==> src/rtl/cla_pkg.sv <==
// Constants shared by the 4-stage pipelined CLA adder, its result collector and the benches.
package cla_pkg;
  localparam int CLA_OPND_W  = 64;
  localparam int CLA_SUM_W   = CLA_OPND_W + 1;
  localparam int CLA_LATENCY = 4;
  localparam int CLA_DEPTH   = 8;

  typedef logic [CLA_SUM_W-1:0] cla_sum_t;
endpackage

==> src/rtl/cla_sync_fifo.sv <==
// Synchronous FIFO whose head is held in a register, so data is visible without a read strobe.
module cla_sync_fifo #(
  parameter int W     = 65,
  parameter int DEPTH = 8,
  localparam int AW   = $clog2(DEPTH),
  localparam int CW   = AW + 1
) (
  input  logic          clock,
  input  logic          reset,
  input  logic          push,
  input  logic [W-1:0]  din,
  input  logic          pop,
  output logic [W-1:0]  head,
  output logic [CW-1:0] count
);
  logic [W-1:0]  mem [DEPTH];
  logic [AW-1:0] wr_ptr, rd_ptr, rd_nxt;

  assign rd_nxt = rd_ptr + AW'(1);

  always_ff @(posedge clock) begin
    if (push) mem[wr_ptr] <= din;
  end

  always_ff @(posedge clock) begin
    if (reset) begin
      wr_ptr <= '0;
      rd_ptr <= '0;
      count  <= '0;
      head   <= '0;
    end else begin
      if (push) wr_ptr <= wr_ptr + AW'(1);
      if (pop)  rd_ptr <= rd_nxt;
      if (push && !pop)      count <= count + CW'(1);
      else if (pop && !push) count <= count - CW'(1);
      // With one entry left, the next head is the word being pushed this edge, not mem.
      if (pop) begin
        if (count > CW'(1)) head <= mem[rd_nxt];
        else if (push)      head <= din;
        else                head <= '0;
      end else if (push && count == '0) begin
        head <= din;
      end
    end
  end
endmodule

==> src/rtl/cla_result_collector.sv <==
// Tracks real operands through the valid-less CLA adder, buffers aligned sums and
// grants credit so the buffer can never overflow.
module cla_result_collector
  import cla_pkg::*;
#(
  parameter int SUM_W   = CLA_SUM_W,
  parameter int LATENCY = CLA_LATENCY,
  parameter int DEPTH   = CLA_DEPTH,
  localparam int CW     = $clog2(DEPTH) + 1
) (
  input  logic             clock,
  input  logic             reset,
  input  logic             in_valid,
  output logic             in_ready,
  input  logic [SUM_W-1:0] adder_sum,
  output logic             out_valid,
  input  logic             out_ready,
  output logic [SUM_W-1:0] out_sum,
  output logic [CW-1:0]    out_count,
  output logic             err_overrun
);
  logic [LATENCY-1:0] vpipe;
  logic [CW:0]        used;
  logic               issue, pop;

  assign issue     = in_valid & in_ready;
  assign out_valid = (out_count != '0);
  assign pop       = out_valid & out_ready;

  always_ff @(posedge clock) begin
    if (reset) begin
      vpipe       <= '0;
      err_overrun <= 1'b0;
    end else begin
      vpipe       <= {vpipe[LATENCY-2:0], issue};
      err_overrun <= err_overrun | (in_valid & ~in_ready);
    end
  end

  // Credit counts both buffered results and those still inside the adder.
  always_comb begin
    used = {1'b0, out_count};
    for (int i = 0; i < LATENCY; i++) used = used + {{CW{1'b0}}, vpipe[i]};
  end

  assign in_ready = (used < (CW+1)'(DEPTH));

  cla_sync_fifo #(.W(SUM_W), .DEPTH(DEPTH)) u_fifo (
    .clock (clock),
    .reset (reset),
    .push  (vpipe[LATENCY-1]),
    .din   (adder_sum),
    .pop   (pop),
    .head  (out_sum),
    .count (out_count)
  );
endmodule

==> config.mk <==
export PLATFORM = sky130hd
export DESIGN_NAME = cla_result_collector
export DESIGN_NICKNAME = d
export VERILOG_FILES = /design/src/rtl/cla_pkg.sv /design/src/rtl/cla_sync_fifo.sv /design/src/rtl/cla_result_collector.sv
export SDC_FILE = /design/constraint.sdc
export NUM_CORES = 1
export LEC_CHECK = 0
export CAP_MARGIN = 0
export CORE_MARGIN = 3
export CORE_UTILIZATION = 60
export DETAILED_ROUTE_END_ITERATION = 8
export PLACE_DENSITY = 0.89
export RECOVER_POWER = 50
export SLEW_MARGIN = 20
export SYNTH_ARGS = -nofsm -noshare
export SYNTH_HDL_FRONTEND = slang
export SYNTH_HIERARCHICAL = 1
export SYNTH_SLANG_ARGS = --single-unit
==> constraint.sdc <==
create_clock -name clock -period 6.06 [get_ports clock]
set_input_delay 1.212 -clock clock [delete_from_list [all_inputs] [get_ports clock]]
set_output_delay 1.212 -clock clock [all_outputs]
set_load 0.01 [all_outputs]
# Word level (Yosys, flattened, before mapping)
# Memories as Yosys holds them, arrays and structs flattened.
# Cells that the tools add are included.
# word_totals
register_bits,80
word_cells,39
output_inout_bits,72
ramBits,520
input_bits,69
memories,1
# classes
n_reduce_logical,9
n_lt_le_gt_ge,2
n_mux,8
add_sub_neg,8
n_bitwise,5
# memory_table
name,words,width,rd,rd_clocked_by_memory_dff,write_ports,line_no,rtl
u_fifo.mem,8,65,1,0,1,cla_sync_fifo.sv:16,logic [W-1:0] mem [DEPTH];
# ops
operator,n
$mux 65,4
$add 5x1->5,3
$mux 4,2
$add 3x1->3 const B,2
$add 4x1->5,1
$lt 5x4->1 const B,1
$add 4x1->4 const B,1
$gt 4x1->1 const B,1
$logic_not 4->1,1
$reduce_bool 2->1,2
$reduce_bool 4->1,1
$sub 4x1->4 const B,1
$and 1x1->1,3
$logic_and 1x1->1,3
$logic_not 1->1,2
$mux 1,2
$not 1->1,1
$or 1x1->1,1

# Longest topological paths before layout
# Gate-level depths: netlist of run 1.
# depth
word_depth,8
ltp_mapped,11
ltp_nobuf,9

# Modules after synthesis
# Netlist of run 1, hierarchy kept.
# modules_own_cells
module,area_per_inst_um2,n_inst,seq_area_each_um2,cells_per_inst
cla_sync_fifo,24402.2,1,17116.4,1644
cla_result_collector,236.5,1,100.1,22

# Worst setup path before layout of run 1
# OpenSTA, ideal clock, no wires.
# synth_timing
path_kind,register to register
startpoint,register vpipe[3]
endpoint,"memory u_fifo.mem[0][0], enable pin"
required_time_ns,5.492
arrival_time_ns,5.021
slack_ns,0.471
setup_ns,0.568
stages_incl_launch_ff,3
path_buffers,0
synth_period_minus_slack_ns,5.589
cell_sequence,dfxtp_1 -> nand2b_1 -> nor3_1
# synth_between
elab_chain_cells,2
# synth_rtl
element,line_no,rtl
from (decl),cla_result_collector.sv:22,logic [LATENCY-1:0] vpipe;
from (signal assigned),cla_result_collector.sv:35,"vpipe <= {vpipe[LATENCY-2:0], issue};"
$mux 1,cla_sync_fifo.sv:22,if (push) mem[wr_ptr] <= din;
$mux 1 (not written as such),cla_sync_fifo.sv:22,
to (decl),cla_sync_fifo.sv:16,
# Every way passes these cells.

# Final worst setup path of run 1
# layout_timing
startpoint,register u_fifo.count[0]
endpoint,output in_ready
# layout_between
elab_chain_cells,5
# layout_rtl
element,line_no,rtl
from (decl),cla_sync_fifo.sv:14,output logic [CW-1:0] count
from (signal assigned),cla_sync_fifo.sv:34,if (push && !pop) count <= count + CW'(1);
from (signal assigned),cla_sync_fifo.sv:35,else if (pop && !push) count <= count - CW'(1);
$add 4x1->5,cla_result_collector.sv:43,"for (int i = 0; i < LATENCY; i++) used = used + {{CW{1'b0}}, vpipe[i]};"
$add 5x1->5 (3 in a row),cla_result_collector.sv:43,
$lt 5x4->1,cla_result_collector.sv:46,assign in_ready = (used < (CW+1)'(DEPTH));
to (decl),cla_result_collector.sv:14,"output logic in_ready,"
# Every way passes these cells.

==> results, run 1 <==
- The flow ran to the end, but the final reports show violations.
- The checks that failed: capacitance limit, slew limit.
- A synthesized cell averages ~15 um2.
- Setup violations remaining at the end of the flow were counted as 0.
- The die footprint is roughly 44000 um2.
- The initial standard-cell utilization of the core is 0.613.
- The library cells used most frequently in the layout, excluding fill and tap cells, are sky130_fd_sc_hd__edfxtp_1 (520), sky130_fd_sc_hd__mux2i_1 (198), sky130_fd_sc_hd__nand3_1 (196), sky130_fd_sc_hd__nor2_1 (81), sky130_fd_sc_hd__dfxtp_1 (79).
- Once the clock tree was built, the resizer swapped 0 gates to a different size.
- The number of antenna violations at the first check in global routing is 11.
- No sink is reached through more buffers than the 3 on the longest clock path.
- The final layout net count is roughly 1800.
- Synthesis inferred 600 register bits.
- The routed design could run at a clock period as short as about 4 ns.
- For this run, the register share of the synthesized area comes to 0.699.
- For this design the static power due to leakage is 0.00908 uW.
- The count of H-tree levels built during CTS is 2.
- For this design the ratio of total power to cell area is 449 nW/um2.
- Clock tree synthesis selected as its root buffer the cell sky130_fd_sc_hd__clkbuf_16.
- The share of the clock period used by the worst path is 0.650.
- Setup repair after global routing left no endpoint under its margin.
- The HPWL reported at the end of detailed placement is approximately 29000 um.
- The register area is 17200 um2.
- The count of input and output buffers is between 100 and 150.
- Yosys mapped the design onto 39 distinct sky130hd cell types.
- The post-layout instance area is roughly 28000 um2.
- For this run, the leading register cell type out of synthesis is sky130_fd_sc_hd__edfxtp_1.
- The via count of the first global-routing pass was between 15000 and 20000.
- The first detailed-routing pass took 6 iterations.
- The worst slew margin relative to its limit is -0.554.
- The final layout contains routed wiring with a total length of slightly above 60000 um.
- The area added between synthesis and finish is 14.9%.
- The worst-case clock skew is 0.0169 ns.
- The total overflow left after global routing is 0.
- The largest net degree at the start of global routing is between 100 and 150.
- TritonCTS built the clock tree.
- In this run, post-CTS hold repair placed 0 buffers.
- Buffers added to address setup during post-CTS repair amount to 0.
- After clock tree synthesis, the clock-pin slew on the worst setup and hold paths is 0.06 ns.
- The number of nets in the synthesized netlist is ~1700.
- The minimum setup slack after placement is approximately 2.4 ns.
- The footprint of the multi-input gates is 6860 um2.
- The final setup slack of the worst path is 2.12 ns.
- The final-report max-slew violation count came to roughly 120.
- The area of the core is 40200 um2.
- For this run, the total global-route usage over all layers was measured as 0.270.
- Using the TritonRoute via totals, the vias-per-cell ratio works out to ~6.8.
- 141 I/O pins were placed.
- The synthesized area is 24600 um2.
- In this run, CTS created clock tree buffers numbering 56.
- The warning count from the yosys run is 6.
- VDD sags by at most a little under 500 uV.
- The placed instance area is about 26000 um2.
- The count of flip-flops with a built-in enable after synthesis is 520.
- The overall die height is between 200 and 250 um.
- The worst-skew pair later-pin latency is 0.58 ns.
- After routing, the total negative slack on setup checks comes to 0 ns.
- The arrival time at the worst endpoint is between 2 and 3 ns.
- The final standard cell count with taps included and fillers excluded is ~2300.
- The tightest min-delay check is of the register to register type.
- Along the worst path, the maximum fanout reaches 9.
- The fill cell total of the finished layout is roughly 2400.
- The count of standard-cell rows is 73.
- The count of nets left with antenna violations once routing finished came out at 0.
- The required time at the worst-slack endpoint is 4.85 ns.
- Counting tap cells, the placed design contains a total of between 2000 and 2500 instances.
- The wire length of the first global-routing pass is 92200 um.
- The count of clock tree sinks is 600.
- The class of the most critical setup path is register to primary output.
- Across all layers, the routed design uses ~16000 vias.
- At the end of routability-driven placement, the weighted congestion stood at between 0.7 and 0.8.
- The detailed router finished its first iteration with between 2000 and 2500 violations.
- The library cell used most frequently in the layout, excluding fill and tap cells, is sky130_fd_sc_hd__edfxtp_1.
- The actual transition at the worst max-transition pin is 2.33 ns.
- After synthesis, the cell types taking the most area are sky130_fd_sc_hd__edfxtp_1 (63%), sky130_fd_sc_hd__mux2i_1 (8.0%), sky130_fd_sc_hd__dfxtp_1 (6.5%).
- The fraction of post-synthesis cell area in the top cell type by area is 0.634.
- The synthesized instance count is ~1700.
- The worst setup path is captured at a primary output.
- The total count of hold-check failures in the final report is 0.
- In the final layout, the share of cells above drive strength 1 is 0.0797.
- After detailed routing, the average wire length per cell comes to roughly 26 um.
- The max capacitance violation total is 5.
- The share of synthesized flip-flops with an asynchronous set or reset is 0.
- After detailed routing, the number of remaining DRC violations is 0.
- The startpoint class of the critical path is a register.
- Timing would allow up to 254 MHz.
- The die is 209 um wide.
- sky130_fd_sc_hd__edfxtp_1 takes more of the synthesized area than any other cell.
## worst max-delay path: stages, from the launching register on
cell and delay, ns:
sky130_fd_sc_hd__dfxtp_1 0.41, sky130_fd_sc_hd__fa_1 0.47, sky130_fd_sc_hd__ha_1 0.32, sky130_fd_sc_hd__a211oi_2 0.26, sky130_fd_sc_hd__a21o_2 0.17, sky130_fd_sc_hd__clkdlybuf4s50_1 0.53
## cells in the mapped netlist, types with 2 or more instances
library cell,number
sky130_fd_sc_hd__edfxtp_1,520
sky130_fd_sc_hd__mux2i_1,198
sky130_fd_sc_hd__nand3_1,196
sky130_fd_sc_hd__nor2_1,83
sky130_fd_sc_hd__clkbuf_1,80
sky130_fd_sc_hd__dfxtp_1,80
sky130_fd_sc_hd__nor2b_1,68
sky130_fd_sc_hd__a2111oi_0,65
sky130_fd_sc_hd__a2bb2oi_1,65
sky130_fd_sc_hd__a32oi_1,65
sky130_fd_sc_hd__o21bai_1,65
sky130_fd_sc_hd__nor4_1,53
sky130_fd_sc_hd__buf_2,47
sky130_fd_sc_hd__nor4_2,12
sky130_fd_sc_hd__buf_1,9
sky130_fd_sc_hd__buf_4,8
sky130_fd_sc_hd__ha_1,8
sky130_fd_sc_hd__nand2_1,6
sky130_fd_sc_hd__a21oi_1,5
sky130_fd_sc_hd__xor2_1,5
sky130_fd_sc_hd__inv_1,4
sky130_fd_sc_hd__nand2b_1,3
sky130_fd_sc_hd__xnor2_1,3
sky130_fd_sc_hd__nor3_1,2
sky130_fd_sc_hd__o21ai_0,2
## where the power goes
group          total (uW)  internal [uW]  switching (uW)
registers            4950           4720             231
clock network        3570           2110            1460
logic                4210           1690            2520
total               12700           8520            4200
## per-layer routing
layer / GRT usage / routed length [um]
met4: 0.106 / 1790
met2: 0.435 / 29600
met5: 0 / 73
met3: 0.0610 / 6520
met1: 0.364 / 22900
## cell families (layout without fill, tap and decap cells)
logic type / count (synthesis) / in the layout / synth area share
flops: 600 / 600 / 0.699
simple gates: 430 / 430 / 0.0935
compound gates: 272 / 272 / 0.0932
mux: 198 / 198 / 0.0804
buf+inv: 149 / 277 / 0.0263
fa+ha+maj: 9 / 9 / 0.00488
xor+xnor: 8 / 8 / 0.00284
other cells: 0 / 6 / 0
## state kept, by name, indices dropped and copies added, names as in the netlist
| signal | cells |
|---|---|
| u_fifo/wr_ptr | 3 |
| u_fifo/mem | 520 |
| err_overrun | 1 |
| vpipe | 4 |
| u_fifo/rd_ptr | 3 |
| u_fifo/count | 4 |
| u_fifo/head | 65 |
## stage by stage
stage | power [uW] | hold slack [ns] | utilization
2_1_floorplan | 7780 | 0.439 | -
5_1_grt | 13200 | 0.494 | 0.705
3_3_place_gp | 8950 | 0.463 | 0.658
3_5_place_dp | 9110 | 0.468 | 0.658
4_1_cts | 12700 | 0.478 | 0.705
6_report | 12700 | 0.478 | 0.705
## area by class of cell
cell class | count | area share
multi-input cells | 917 | 0.242
repair buffers | 168 | 0.0586
inverters | 5 | 0.000663
clock inverters | 18 | 0.00778
diodes | 6 | 0.000530
clock buffers | 86 | 0.0592
well taps | 525 | 0.0232
flip-flops and latches | 600 | 0.608
## worst paths after layout
path	from	to	slack, ns	depth (start not counted)
worst max register to register	u_fifo/count[0]	u_fifo/head[41]	2.40	7
worst min-delay path	vpipe[1]	vpipe[2]	0.48	1
worst min register to register	vpipe[1]	vpipe[2]	0.48	1
worst max-delay path	u_fifo/count[0]	in_ready	2.12	5
Power figures use the tool's default switching activity.
==> run 2: changes to the inputs <==
- CORE_UTILIZATION: 60 -> 54
- PLACE_DENSITY: 0.89 -> 0.85
- clock period: 6.06 -> 3.3 ns (I/O delays scaled with it)
==> run 2 against run 1 <==
  * Sequential power increased by 83%
  * Clock skew up 0.0050 ns
  * Flip-flop and latch count stayed put
  * The flow still finishes with violations (capacitance limit, slew limit)
  * Total power increased by 84%
  * Combinational power increased by 86%
  * Non-clock buffer count grew 8
  * Count of clock-buffer cells in the layout fell by 13
==> results, run 2 (synthesis results as in run 1) <==
- The leakage component of the power came to 0.00913 uW (+0.56%).
- The detailed-routed wire length on met2 is 29300 um (-1.1%).
- The final period demand of the worst path is just over 3 ns.
- The final reports fail on capacitance limit, slew limit.
- The average via count per standard cell is 6.50 (-4.4%).
- From synthesis to final layout, the design area changed by 16.0%.
- The final RePlAce weighted congestion is 0.786 (+5.8%).
- The number of detailed-route iterations in the first pass is 7 (+1).
- The combinational share of power is 0.334 (+0.003).
- The endpoint type of the worst setup path is a register.
- The startpoint of the most critical register-to-register path is vpipe[3].
- The largest net degree at the start of global routing came to 131 (unchanged).
- The final routed DRC violation total came to 0 (unchanged).
- The hold buffer count at cts is 0 (unchanged).
- The count of standard-cell rows was 77 (+5.5%).
- The initial standard-cell utilization of the core is 0.552 (-0.0607).
- The run finished, with violations left.
- In this run the most critical hold path is launched from err_overrun.
- The endpoint of the most critical register-to-register path is u_fifo/mem[3][24].
- The longest individual stage delay on the worst path was 1.58 ns (+1.05 ns).
- The HPWL reported at the end of detailed placement is 29800 um (+2.5%).
- The number of instances resized during post-cts repair came to 2 (+2).
- The via count of the first global-routing pass came to 15824 (-0.93%).
- The final standard cell count with taps included and fillers excluded came to 2403 (+3.4%).
- The placed instance area was 26800 um2 (+1.3%).
- The proportion of power drawn by flip-flops and latches is 0.388 (about the same).
- The total via count in the routed design is 15610 (-1.2%).
- The required time at the worst-slack endpoint was 3.72 ns (-1.13 ns).
- The detailed router used layers up to and including met5.
- The worst-skew pair later-pin latency is 0.60 ns (+0.02 ns).
- The post-layout instance area is 28600 um2 (+0.90%).
- The largest buffer count on any clock path was 3 (unchanged).
- The TritonCTS clock tree is yes.
- The number of antenna violations at the first check in global routing is 12 (+1).
- The design internal power came to 15700 uW (+84%).
- Setup repair after global routing left no endpoint under its margin.
- The wire length of the first global-routing pass was 92200 um (about the same).
- The final wirelength is 60100 um (-1.2%).
- The worst slew margin relative to its limit came to -0.517 (+0.0375).
- The count of input and output buffers is 140 (unchanged).
- The arrival time at the worst endpoint came to 3.52 ns (+0.79 ns).
- The leading cell type in the layout, fill and taps excluded is sky130_fd_sc_hd__edfxtp_1.
- The class of the most critical setup path is input port to register.
- The final layout net count is 1834 (+0.44%).
- The buffers inserted during post-CTS setup optimization is 0 (unchanged).
- The x dimension of the die was 220 um (+5.3%).
- The remaining number of nets flagged by the antenna check after routing came to 0 (unchanged).
- The detailed-route wire length per cell is 25.0 um (-4.4%).
- More flip-flops sit in one register than any other, and that register is u_fifo/mem.
- The total net switching power is 7720 uW (+84%).
- The worst-case reg-to-reg path depth came to 3 (-4).
- The peak clock frequency supported by timing is 322 MHz.
- The number of endpoints failing setup at the final stage is 0 (unchanged).
- The number of cells in the design after placement is 2290 (+3.4%).
- The max capacitance violation total is 3 (-2).
- Of the available clock period, the critical path in the final layout requires 0.942.
- The final total negative setup slack is 0 ns (unchanged).
- The worst-case clock skew is 0.0219 ns (+0.00496 ns).
- The count of H-tree levels built during CTS is 2 (unchanged).
- The total track usage is 0.247 (-0.0233).
- The total clock buffers created by CTS came to 56 (unchanged).
- The root buffer cell is sky130_fd_sc_hd__clkbuf_16.
- The die footprint is 48200 um2 (+11%).
- The cell at the slowest stage of the critical path is sky130_fd_sc_hd__clkbuf_1.
- The clock input transition at the sequential cells of the worst setup and hold paths is 0.06 ns (about the same).
- The total length of routed met3 wires is 5540 um (-15%).
- The worst hold path terminates at err_overrun.
- The actual transition at the worst max-transition pin is 2.27 ns (-0.0562 ns).
- In the layout the commonest cells are sky130_fd_sc_hd__edfxtp_1 (520), sky130_fd_sc_hd__mux2i_1 (198), sky130_fd_sc_hd__nand3_1 (196), sky130_fd_sc_hd__nor2_1 (80), sky130_fd_sc_hd__dfxtp_1 (78).
- The flop-to-flop setup slack is 0.52 ns (-1.88 ns).
- The startpoint class of the critical path is an input port.
- The fraction of final layout cells with drive strength greater than 1 is 0.0838 (+0.00409).
- The count of clock tree sinks is 600 (unchanged).
- The routed metal-1 wire length is 23500 um (+2.6%).
- In this run the worst hold path is classified as register to register.
- The overall die height is 220 um (+5.3%).
- Traced cell by cell, the critical path runs through clkbuf_1 -> clkbuf_4 -> nor4_1.
- The switching part of the total is 0.330 (-0.000677).
- The maximum fanout count along the critical path is 46 (+37).
- The area of the core came to 44600 um2 (+11%).
- The proportion of power drawn by the clock network was 0.279 (about the same).
- The aggregate global routing overflow is 0 (unchanged).
- The fraction of the core area covered by cells at the end of the flow was 0.641 (-0.0641).
- The top-level I/O count is 141 (unchanged).
- The power density normalized to cell area came to 819 nW/um2 (+82%).
- The final-report max-slew violation count is 106 (-9.4%).
- The number of cells on the worst hold path is 1 (unchanged).
- The sum of internal, switching and leakage power is 23400 uW (+84%).
- The violation count after the first detailed-route iteration is 1773 (-19%).
- The flip-flop count of the largest register after layout was 520 (unchanged).
- The total count of hold-check failures in the final report is 0 (unchanged).
- The largest registers in the layout are u_fifo/mem: 520 flops, u_fifo/head: 65 flops.
- The peak ir drop on the vdd network is 816 uV (+69%).
## run 2: critical path, delay by kind of cell
| kind | cells | cell delay (ns) |
|---|---|---|
| buffers and inverters | 2 | 2.61 |
| and+or+nand+nor | 1 | 0.19 |
## run 2: stage by stage
step	setup WS (ns)	hold WS, ns
CTS	0.194	0.485
global placement	0.552	0.466
floorplan	-0.546	0.439
finish	0.191	0.480
detailed placement	0.462	0.470
global route	0.136	0.490
## run 2: power by group through the flow
| stage | combinational [uW] | clock, uW | sequential, uW |
|---|---|---|---|
| after CTS | 7770 | 6590 | 9070 |
| after global placement | 7460 | 0 | 9210 |
| final | 7820 | 6520 | 9070 |
| after global routing | 8340 | 6880 | 9110 |
| after floorplan | 5050 | 0 | 9250 |
| after detailed placement | 7700 | 0 | 9220 |
## run 2: layout make-up
class / count / area (um2)
diodes: 9 / 22.5
clock buffers: 73 / 1530
clock inverters: 31 / 339
fillers: 2977 / 16000
inverters: 5 / 18.8
multi-input cells: 917 / 6870
flip-flops and latches: 600 / 17200
well taps: 592 / 741
repair buffers: 176 / 1840
## run 2: worst max path at each step
stage,startpoint,endpoint
CTS,u_fifo/count[0],in_ready
finish,reset,u_fifo/head[59]
detailed placement,u_fifo/count[0],in_ready
global placement,u_fifo/count[0],in_ready
floorplan,vpipe[3],u_fifo/mem[2][0]
global route,u_fifo/count[0],in_ready
## run 2: routing by layer
metal / up-vias / GRT usage
met1: 7812 / 0.332
li1: 6823 / -
met2: 807 / 0.403
met4: 8 / 0.0944
met5: - / 0
met3: 160 / 0.0470
==> run 3: changes to the inputs <==
- CORE_UTILIZATION: 54 -> 60
- PLACE_DENSITY: 0.85 -> 0.89
- clock period: 3.3 -> 3.9 ns (I/O delays scaled with it)
==> run 3 against run 2 <==
  * The run still ends with capacitance limit, slew limit left
  * Highest routed layer unchanged
  * Largest power group unchanged
  * Critical path type unchanged
  * Die area decreased by 9.7%
  * Count of clock-buffer cells in the layout rose by 4
  * Sequential share of layout area up 0.40 points
  * Wire length rose by 3.8%
  * Clock skew grew 0.0040 ns
==> results, run 3 (synthesis results as in run 1) <==
- The flow ran to the end, but the final reports show violations.
- The final reports fail on capacitance limit, slew limit.
- The arrival time at the worst endpoint was 4.16 ns (+0.64 ns).
- The register with the most flip-flops is u_fifo/mem.
- The number of detailed-route iterations in the first pass came to 6 (-1).
- The HPWL reported at the end of detailed placement is 31200 um (+4.8%).
- The proportion of power drawn by the clock network is 0.274 (-0.005).
- The die footprint is 43500 um2 (-9.7%).
- The power density normalized to cell area is 697 nW/um2 (-15%).
- The library cells used most frequently in the layout, excluding fill and tap cells, are sky130_fd_sc_hd__edfxtp_1 (520), sky130_fd_sc_hd__mux2i_1 (198), sky130_fd_sc_hd__nand3_1 (196), sky130_fd_sc_hd__nor2_1 (81), sky130_fd_sc_hd__dfxtp_1 (79).
- The number of antenna violations at the first check in global routing came to 9 (-3).
- The total net switching power is 6670 uW (-14%).
- The x dimension of the die is 209 um (-5.0%).
- The final period demand of the worst path is 3.68 ns.
- The switching part of the total is 0.337 (+0.00759).
- The share of the clock period used by the worst path is 0.945.
- The count of H-tree levels built during CTS is 2 (unchanged).
- The flip-flop count of the largest register after layout came to 520 (unchanged).
- The required time at the worst-slack endpoint is 4.38 ns (+0.66 ns).
- The count of standard-cell rows is 73 (-5.2%).
- The final RePlAce weighted congestion is 0.756 (-3.8%).
- The total clock buffers created by CTS is 57 (+1.8%).
- The worst slew margin relative to its limit was -1.36 (-0.839).
- The buffers inserted during post-CTS setup optimization was 0 (unchanged).
- The remaining number of nets flagged by the antenna check after routing is 0 (unchanged).
- The final total negative setup slack was 0 ns (unchanged).
- The number of instances resized during post-cts repair was 0 (-2).
- The wire length of the first global-routing pass is 95300 um (+3.4%).
- The combined buffer and inverter count along the critical path is 2 (unchanged).
- The top-level I/O count is 141 (unchanged).
- The max capacitance violation total is 5 (+2).
- The proportion of power drawn by flip-flops and latches is 0.392 (+0.004).
- The total track usage is 0.280 (+0.0329).
- The actual transition at the worst max-transition pin is 3.53 ns (+1.26 ns).
- The final wirelength is 62400 um (+3.8%).
- Traced cell by cell, the critical path runs through clkbuf_1 -> clkbuf_2 -> nor4_1.
- The peak clock frequency supported by timing is between 200 and 300 MHz.
- The peak ir drop on the vdd network is 421 uV (-48%).
- The total via count in the routed design is 15962 (+2.3%).
- Setup repair after global routing left no endpoint under its margin.
- The overall die height was 209 um (-5.0%).
- The largest buffer count on any clock path is 3 (unchanged).
- The design internal power came to 13100 uW (-17%).
- The fraction of final layout cells with drive strength greater than 1 came to 0.0815 (-0.00227).
- The average via count per standard cell is 6.84 (+5.3%).
- The fraction of the core area covered by cells at the end of the flow was 0.706 (+0.0657).
- The count of input and output buffers was 140 (unchanged).
- The violation count after the first detailed-route iteration is 1996 (+13%).
- On the critical path, the stage with the largest delay is an instance of sky130_fd_sc_hd__clkbuf_1.
- The maximum fanout count along the critical path came to 53 (+15%).
- In the final layout, the registers with the most flip-flops are u_fifo/mem: 520 flops, u_fifo/head: 65 flops.
- The aggregate global routing overflow is 0 (unchanged).
- The library cell used most frequently in the layout, excluding fill and tap cells, is sky130_fd_sc_hd__edfxtp_1.
- The hold buffer count at cts is 0 (unchanged).
- The sum of internal, switching and leakage power was 19800 uW (-16%).
- The total count of hold-check failures in the final report came to 0 (unchanged).
- The class of the most critical setup path is input port to register.
- The clock input transition at the sequential cells of the worst setup and hold paths was 0.06 ns (about the same).
- The via count of the first global-routing pass is 16495 (+4.2%).
- The combinational share of power came to 0.334 (about the same).
- The worst-case clock skew is 0.0259 ns (+0.00402 ns).
- The detailed-route wire length per cell is 26.7 um (+7.0%).
- The final layout net count is 1833 (-0.055%).
- The initial standard-cell utilization of the core is 0.613 (+0.0607).
- The worst hold-check path type is register to register.
- The TritonCTS clock tree is yes.
- The area of the core is 40200 um2 (-9.9%).
- The post-layout instance area is 28400 um2 (-0.67%).
- The root buffer cell is sky130_fd_sc_hd__clkbuf_16.
- The leakage component of the power is 0.00910 uW (-0.30%).
- The endpoint type of the worst setup path is a register.
- The longest individual stage delay on the worst path is 2.43 ns (+0.85 ns).
- The largest net degree at the start of global routing is 131 (unchanged).
- The number of endpoints failing setup at the final stage was 0 (unchanged).
- The startpoint class of the critical path is an input port.
- The worst-skew pair later-pin latency came to 0.63 ns (+0.03 ns).
- The final-report max-slew violation count came to 121 (+14%).
- The count of clock tree sinks is 600 (unchanged).
- The area added between synthesis and finish is 15.2%.
- The largest delay contributor family on the critical path is buffers and inverters.
- The placed instance area is 26600 um2 (-0.65%).
- The final routed DRC violation total came to 0 (unchanged).
run 3: changes by cell type in the layout (fill, tap and decap cells not counted), moves of 2 or more:
cell / delta
sky130_fd_sc_hd__clkinv_4: +2
sky130_fd_sc_hd__clkbuf_1: +2
sky130_fd_sc_hd__diode_2: -4
sky130_fd_sc_hd__buf_12: -4
sky130_fd_sc_hd__buf_4: +4
sky130_fd_sc_hd__bufinv_16: -3
run 3: layout make-up:
cell class | count | area [um2]
Timing Repair Buffer | 174 | 1780
Clock buffer | 77 | 1560
Clock inverter | 30 | 285
Sequential cell | 600 | 17200
Multi-Input combinational cell | 917 | 6850
Tap cell | 525 | 657
Inverter | 5 | 18.8
Fill cell | 2334 | 11800
Antenna cell | 5 | 12.5
run 3: through the flow:
stage	cells	setup slack, ns	hold WS, ns
global placement	2221	0.931	0.463
detailed placement	2221	0.846	0.472
floorplan	1666	0.0541	0.439
finish	2333	0.216	0.477
CTS	2328	0.264	0.477
global route	2330	0.209	0.492
run 3: final timing paths:
check                               from                 to  slack, ns  cells after the start
worst min-delay path            vpipe[1]           vpipe[2]       0.48                      1
worst max register to register  vpipe[3]  u_fifo/mem[7][29]       0.58                      3
worst min register to register  vpipe[1]           vpipe[2]       0.48                      1
worst max-delay path               reset    u_fifo/head[45]       0.22                      3
run 3: layer usage:
| layer | up-vias | track usage | wire (um) |
|---|---|---|---|
| li1 | 6783 | - | - |
| met1 | 7886 | 0.369 | 23000 |
| met2 | 1071 | 0.452 | 30400 |
| met3 | 212 | 0.0625 | 6530 |
| met4 | 10 | 0.123 | 2390 |
| met5 | - | 0 | 52 |
run 3: power groups by stage:
stage / combinational, uW / clock, uW / sequential (uW)
floorplan: 4270 / 0 / 7820
global placement: 6140 / 0 / 7860
detailed placement: 6400 / 0 / 7860
CTS: 6510 / 5460 / 7740
global route: 6980 / 5690 / 7770
finish: 6610 / 5420 / 7740
